<file path="config.mk">
export PLATFORM = sky130hd
export DESIGN_NAME = prng_word_packer
export DESIGN_NICKNAME = d
export VERILOG_FILES = /design/src/rtl/prng_word_packer.sv
export SDC_FILE = /design/constraint.sdc
export NUM_CORES = 1
export LEC_CHECK = 0
export CAP_MARGIN = 20
export CORE_MARGIN = 2
export CORE_UTILIZATION = 60
export DETAILED_ROUTE_END_ITERATION = 8
export GPL_TIMING_DRIVEN = 0
export PLACE_DENSITY = 0.9
export SETUP_SLACK_MARGIN = 0.1
export SYNTH_ARGS = -nofsm -noshare
export SYNTH_HDL_FRONTEND = slang
export SYNTH_SLANG_ARGS = --single-unit
</file>
<file path="constraint.sdc">
create_clock -name clk -period 5 [get_ports clk]
set_clock_uncertainty 0.2 [all_clocks]
set_input_delay 1 -clock clk [delete_from_list [all_inputs] [get_ports clk]]
set_output_delay 1 -clock clk [all_outputs]
set_load 0.01 [all_outputs]
</file>
<file path="src/rtl/prng_word_packer.sv">
// PRNG byte packer: repetition-count health test, word packing and output FIFO.
// A tripped health test halts sampling until clr_stuck is pulsed.
module prng_word_packer #(
    parameter int IN_BITS    = 8,
    parameter int PACK       = 4,
    parameter int FIFO_DEPTH = 4,
    parameter int REP_LIMIT  = 16
) (
    input  logic                          clk,
    input  logic                          rst_n,
    input  logic                          en,
    input  logic [IN_BITS-1:0]            PRNG,
    input  logic                          clr_stuck,
    output logic                          out_valid,
    input  logic                          out_ready,
    output logic [IN_BITS*PACK-1:0]       out_data,
    output logic [$clog2(FIFO_DEPTH):0]   fifo_level,
    output logic                          stuck,
    output logic [7:0]                    drop_cnt
);

    localparam int OUT_BITS = IN_BITS * PACK;
    localparam int PW       = $clog2(FIFO_DEPTH);
    localparam int LW       = PW + 1;
    localparam int CW       = (PACK > 1) ? $clog2(PACK) : 1;

    typedef enum logic {RUN, HALT} state_t;

    state_t                r_state;
    state_t                w_state_nxt;
    logic [7:0]            r_rep_cnt;
    logic [IN_BITS-1:0]    r_prev;
    logic [OUT_BITS-1:0]   r_part;
    logic [CW-1:0]         r_cnt;
    logic                  r_stuck;
    logic [OUT_BITS-1:0]   r_mem [FIFO_DEPTH];
    logic [PW-1:0]         r_wr;
    logic [PW-1:0]         r_rd;
    logic [LW-1:0]         r_level;
    logic [7:0]            r_drop;

    logic                  w_sample;
    logic                  w_match;
    logic [7:0]            w_rep_nxt;
    logic                  w_trip;
    logic                  w_last;
    logic                  w_push;
    logic                  w_full;
    logic                  w_pop;
    logic                  w_wr;
    logic                  w_drop;
    logic [OUT_BITS-1:0]   w_word;

    assign w_sample  = (r_state == RUN) && en;
    assign w_match   = (r_rep_cnt != 8'd0) && (PRNG == r_prev);
    assign w_rep_nxt = w_match ? r_rep_cnt + 8'd1 : 8'd1;
    assign w_trip    = w_sample && (w_rep_nxt == 8'(REP_LIMIT));
    assign w_last    = (r_cnt == CW'(PACK - 1));
    assign w_push    = w_sample && !w_trip && w_last;
    assign w_full    = (r_level == LW'(FIFO_DEPTH));
    assign w_pop     = (r_level != '0) && out_ready;
    assign w_wr      = w_push && (!w_full || w_pop);
    assign w_drop    = w_push && w_full && !w_pop;

    // Partial word with the current sample dropped into its slot
    always_comb begin
        w_word = r_part;
        w_word[r_cnt*IN_BITS +: IN_BITS] = PRNG;
    end

    always_comb begin
        w_state_nxt = r_state;
        unique case (r_state)
            RUN:  if (w_trip)    w_state_nxt = HALT;
            HALT: if (clr_stuck) w_state_nxt = RUN;
            default: w_state_nxt = RUN;
        endcase
    end

    always_ff @(posedge clk or negedge rst_n) begin
        if (!rst_n) r_state <= RUN;
        else        r_state <= w_state_nxt;
    end

    always_ff @(posedge clk or negedge rst_n) begin
        if (!rst_n) begin
            r_rep_cnt <= '0;
            r_prev    <= '0;
            r_part    <= '0;
            r_cnt     <= '0;
            r_stuck   <= 1'b0;
        end else if (r_state == HALT) begin
            if (clr_stuck) begin
                r_stuck   <= 1'b0;
                r_rep_cnt <= '0;
            end
        end else if (en) begin
            r_rep_cnt <= w_rep_nxt;
            r_prev    <= PRNG;
            if (w_trip) begin
                r_part  <= '0;
                r_cnt   <= '0;
                r_stuck <= 1'b1;
            end else if (w_last) begin
                r_part <= '0;
                r_cnt  <= '0;
            end else begin
                r_part <= w_word;
                r_cnt  <= r_cnt + CW'(1);
            end
        end
    end

    always_ff @(posedge clk or negedge rst_n) begin
        if (!rst_n) begin
            for (int i = 0; i < FIFO_DEPTH; i++) r_mem[i] <= '0;
            r_wr    <= '0;
            r_rd    <= '0;
            r_level <= '0;
            r_drop  <= '0;
        end else begin
            if (w_wr) begin
                r_mem[r_wr] <= w_word;
                r_wr        <= r_wr + PW'(1);
            end
            if (w_pop) r_rd <= r_rd + PW'(1);
            if (w_wr && !w_pop)      r_level <= r_level + LW'(1);
            else if (!w_wr && w_pop) r_level <= r_level - LW'(1);
            if (w_drop && r_drop != 8'hFF) r_drop <= r_drop + 8'd1;
        end
    end

    assign out_valid  = (r_level != '0);
    assign out_data   = r_mem[r_rd];
    assign fifo_level = r_level;
    assign stuck      = r_stuck;
    assign drop_cnt   = r_drop;

endmodule

</file>
Word level (Yosys, flattened, before mapping)
Index checks and enable logic that the tools add are counted.

word-level totals
  flip-flop bits (word level) = 195
  bits in latches = 0
  memory bits (writable) = 0
  ROM bits = 0
  output and inout bits = 45
  memories = 0

cells by class
  $add $sub $neg = 8
  multiply operators = 0
  div/mod/pow operators = 0
  $lt $le $gt $ge = 3
  equal/unequal tests = 6
  shift-type cells = 2
  mux-type cells = 24
  bitwise logic cells = 3
  reductions and logical operators = 26

operator list
  cell                                                   number
  two-way mux 32 bit                                     5
  bitwise mux 128 bit                                    1
  binary-select mux 32 bit (select 2 bit)                1
  demux 32 bit (select 2 bit)                            1
  negator 5 -> 34 bit                                    1
  variable shift 8 x 34 -> 32 bit, first input constant  1
  variable part select 8 x 34 -> 32 bit                  1
  bitwise mux 32 bit                                     1
  two-way mux 8 bit                                      4
  adder 8 x 1 -> 8 bit, second input constant            2
  logical AND 1 bit                                      13
  == test 8 x 5 -> 1 bit, second input constant          1
  == test 8 bit                                          1
  != test 8 bit, second input constant                   1
  nonzero test 8 bit                                     1
  adder 2 x 1 -> 2 bit, second input constant            3
  >= comparator 3 bit, second input constant             2
  two-way mux 1 bit                                      6
  two-way mux 3 bit                                      2
  inverter 2 -> 3 bit                                    2
  nonzero test 2 bit                                     3
  zero test 1 bit                                        4
  two-way mux 2 bit                                      2
  AND reduction 2 bit                                    2
  other kinds (11)                                       11

Longest topological paths before layout
  depth in word-level cells = 13
  mapped depth = 12
  gate-level depth less buffers = 11

Worst setup path after synthesis
No wires, ideal clock.

  path type = input-to-reg
  start point = in PRNG[6]
  end point = reg r_level[2] (netlist: fifo_level[2])
  setup time = 0.127 ns
  arrival = 3.411 ns
  data required time = 4.673 ns
  slack = 1.263 ns
  cell stages on the path = 10
  buffers on the path = 1
  cell sequence = xnor2_1 -> o211ai_1 -> nor3_2 -> clkbuf_1 -> a31oi_1 -> ha_1 -> fa_1 -> xnor2_1 -> nor2_1 -> xor2_1

on the way
  word-level cells in the longest chain between the ends = 12
  elaborated cells on any way between the ends = 14

ends and longest elaborated chain
  what                                 RTL line  source
  from (decl)                          12        input logic [IN_BITS-1:0] PRNG,
  == test 8 bit (*)                    55        assign w_match = (r_rep_cnt != 8'd0) && (PRNG == r_prev);
  logical AND 1 bit (*)                55
  two-way mux 8 bit (*)                56        assign w_rep_nxt = w_match ? r_rep_cnt + 8'd1 : 8'd1;
  == test 8 x 5 -> 1 bit (*)           57        assign w_trip = w_sample && (w_rep_nxt == 8'(REP_LIMIT));
  logical AND 1 bit (*)                57
  zero test 1 bit (*)                  59        assign w_push = w_sample && !w_trip && w_last;
  logical AND 1 bit (*) (2 in series)  59
  logical AND 1 bit (*)                62        assign w_wr = w_push && (!w_full || w_pop);
  via w_wr                             50        logic w_wr;
  zero test 1 bit                      128       else if (!w_wr && w_pop) r_level <= r_level - LW'(1);
  logical AND 1 bit                    128
  nonzero test 2 bit (no source line)  -
  to (signal assigned)                 127       if (w_wr && !w_pop) r_level <= r_level + LW'(1);
  to (signal assigned)                 128
  to (decl)                            39        logic [LW-1:0] r_level;

The timed path passes the listed nets; every way through them passes the cells marked *.
A chain may end at the register's enable or synchronous reset.

Worst setup path after layout
  start point = in PRNG[0]
  end point = reg r_level[2] (netlist: fifo_level[2])

Same word-level chain as after synthesis.

==> run_results.csv <==
group,metric,value,unit
outcome,status,"completed",
routing,vias_per_cell,6.16,
power_and_ir_drop,p_leak,4.98,nW
synth,synth_top_area_share,49.5,%
timing,max_freq,0.215,GHz
worst_setup_path,cp_common_cell,"xnor2_1",
placed_design,io_buffer_count,57,
power_and_ir_drop,switching_share,30.5,%
cts,hold_buffers,0,
synth,synth_cell_types,57,
timing,hold_viol_final,0,
routing,routed_wl,21300,um
cts,htree_levels,4,
worst_setup_path,cp.required,5.15,ns
final_layout,fin_area,11300,um2
timing,rsz0062_at_grt,"false",
placed_design,hpwl,13800,um
worst_setup_path,cp_slowest_cell,"nor3_2",
timing,period_minus_slack,4.64,ns
worst_setup_path,crit_arrival,4.79,ns
cts,cts_setup_buffers,0,
placed_design,routabilityCongestion,0.842,
routing,drt-wirelength-per-cell,20.9,um
power_and_ir_drop,switchingPower,1.79,mW
synth,syn_inst,716,
power_and_ir_drop,p_int,4.07,mW
min_path,holdCritPathClass,"reg2reg",
worst_setup_path,cp-end-kind,"flip-flop",
floorplan,die-area,17500,um2
worst_setup_path,cpPeakStageDelay,0.68,ns
power_and_ir_drop,clkPwrFrac,22.8,%
synth,synth_area,9850,um2
worst_setup_path,cp_max_fo,10,
cts,numCtsBuffers,17,
synth,yosysTopAreaCell,"dfrtp_1",
run,drv_cap,0,
cts,root_buffer,"clkbuf_16",
timing,tightest_slew,1.07,ns
cts,cts_tree,"built",
timing,setup_viol,0,
worst_setup_path,path_cells,"clkdlybuf4s50_1, xnor2_1, nand4_1, nor3_2, clkbuf_1, a31oi_1, ha_1, fa_1, xnor2_1, nor2_1, xor2_1",
timing,slew_viol_final,0,
global_routing,antenna_found_initial,0,
final_layout,drive_above_1_share,27.7,%
final_layout,final_nets,822,
synth,ys_top_cells_by_area,"dfrtp_1, mux2_4, mux4_2",
power_and_ir_drop,ir_drop,0.348,mV
routing,dr.first_iter.drc_count,494,
global_routing,grt_pass1_wl,35200,um
cts,insertion_delay,0.43,ns
synth,synth_flop_cell,"dfrtp_1",
worst_setup_path,crit_type,"in2reg",
routing,ant_nets,0,
cts,cts.repair.resized,0,
timing,relSlewSlack,27.8,%
power_and_ir_drop,p_comb_share,36.3,%
cts,path_clk_slew,0.06,ns
routing,drcViolationCount,0,
synth,yosysSeqAreaShare,49.5,%
power_and_ir_drop,power_density,518,nW/um2
routing,dr.pass1.iters,7,
worst_setup_path,crit_buf_inv,2,
worst_setup_path,startpoint_type,"input pin",
placed_design,dpl-instance-area,10700,um2
synth,synth.most_common_cell,"dfrtp_1",
synth,ys_warn_count,0,
routing,vias,6267,
floorplan,io_pins,58,
synth,synth-seq-cells,195,
global_routing,gr-total-overflow,0,
floorplan,initial_core_util,61.8,%
synth,synth_commonest_cells,"dfrtp_1, mux2_4, nand2_1",
synth,synth_edf_count,0,
floorplan,fp-row-count,46,
worst_setup_path,cp_top_family,"buffers and inverters",
floorplan,dieWidth,132,um
power_and_ir_drop,finalPower,5.86,mW
final_layout,area_delta_synth_final,14.7,%
global_routing,grt.total_usage,25.8,%
timing,min_period_over_period,92.9,%
global_routing,grt_max_degree,102,
synth,synthArstFlopShare,100,%
floorplan,core_area,15900,um2
floorplan,die_y,132,um
global_routing,grt_pass1_vias,6394,
final_layout,n_antenna_cell,0,
synth,syn-num-nets,744,
synth,avgSynthCellArea,13.8,um2
cts,cts.sinks,195,
power_and_ir_drop,power_frac_seq,40.9,%
cts,clk_path_buf_depth,2,
[worst reg2reg max path, stage by stage, from the launching register on]
cell,delay [ns]
dfrtp_1,0.43
inv_1,0.12
ha_1,0.22
or4b_1,0.15
o211ai_1,0.18
nor3_2,0.68
clkbuf_1,0.46
a31oi_1,0.26
ha_1,0.33
fa_1,0.38
xnor2_1,0.13
nor2_1,0.11
xor2_1,0.17
[routing by layer]
layer / GRT usage, % / routed length, um / vias to the layer above
met5: 0 / 0 / -
met4: 6.34 / 294 / 0
met3: 4.84 / 1100 / 25
met2: 41.7 / 10400 / 189
met1: 36.6 / 9480 / 3298
li1: - / - / 2755
[power by group through the flow]
stage	registers, mW	logic [mW]	clock network, mW
after floorplan	2.30	1.50	0
after global placement	2.36	2.05	0
after detailed placement	2.39	2.13	0
after CTS	2.39	2.14	1.35
after global routing	2.45	2.28	1.42
final	2.39	2.12	1.34
[cell type report]
type | count | area [um2]
Clock inverter | 4 | 76.3
Inverter | 51 | 191
Timing Repair Buffer | 59 | 614
Clock buffer | 23 | 488
Fill cell | 1053 | 4640
Sequential cell | 195 | 4880
Buffer | 43 | 260
Tap cell | 216 | 270
Multi-Input combinational cell | 427 | 4520
[placed cells by master (no fill, tap or decap), types with 5 or more instances in the layout]
master,instances
dfrtp_1,195
mux2_4,120
nand2_1,61
clkdlybuf4s50_1,56
inv_1,51
o21ai_0,42
mux4_2,32
a32o_1,32
clkbuf_1,23
clkbuf_16,17
xnor2_1,15
ha_1,14
nand3_1,12
buf_6,12
mux2_2,11
buf_2,7
or3_1,7
xor2_1,5
a31oi_1,5
nor4_1,5
nand4_1,5
nor2_1,5
[state kept, by name, summed over array words and instances (netlist names)]
signal and flops:
r_mem 128, r_part 32, drop_cnt 8, r_prev 8
r_rep_cnt 8, fifo_level 3, r_cnt 2, r_rd 2
r_wr 2, r_state 1, stuck 1
[final timing paths]
check | start | to | slack [ns] | cells after the start
worst max-delay path | PRNG[0] | fifo_level[2]$_DFFE_PN0P_ | 0.36 | 11
worst min-delay path | r_part[9]$_DFFE_PN0P_ | r_part[9]$_DFFE_PN0P_ | 0.29 | 1
worst max register to register | r_rep_cnt[0]$_DFFE_PN0P_ | fifo_level[2]$_DFFE_PN0P_ | 1.10 | 12
worst min register to register | r_part[9]$_DFFE_PN0P_ | r_part[9]$_DFFE_PN0P_ | 0.29 | 1
max in group asynchronous | rst_n | fifo_level[0]$_DFFE_PN0P_ | 3.32 | 2
min in group asynchronous | rst_n | r_mem[27]$_DFFE_PN0P_ | 0.37 | 1
[logic make-up after synthesis]
group,Yosys count,share of synthesized area [%]
and+or+nand+nor,124,6.55
adders and majority gates,15,1.98
AOI/OAI and AO/OA,104,8.61
xor gates and xnor gates,20,1.78
muxes,164,27.0
DFF,195,49.5
buffers and inverters,94,4.58
[through the flow]
stage | setup slack (ns) | TNS [ns] | utilization [%] | hold slack [ns] | cells
2_1_floorplan | 1.26 | 0 | - | 0.262 | 716
3_3_place_gp | -5.05 | -981.21 | 67.1 | 0.271 | 989
3_5_place_dp | 0.0510 | 0 | 67.3 | 0.281 | 991
4_1_cts | 0.466 | 0 | 70.9 | 0.295 | 1018
5_1_grt | 0.135 | 0 | 70.9 | 0.304 | 1018
6_report | 0.356 | 0 | 70.9 | 0.293 | 1018
Note: power is estimated with default switching activity, not from simulation.
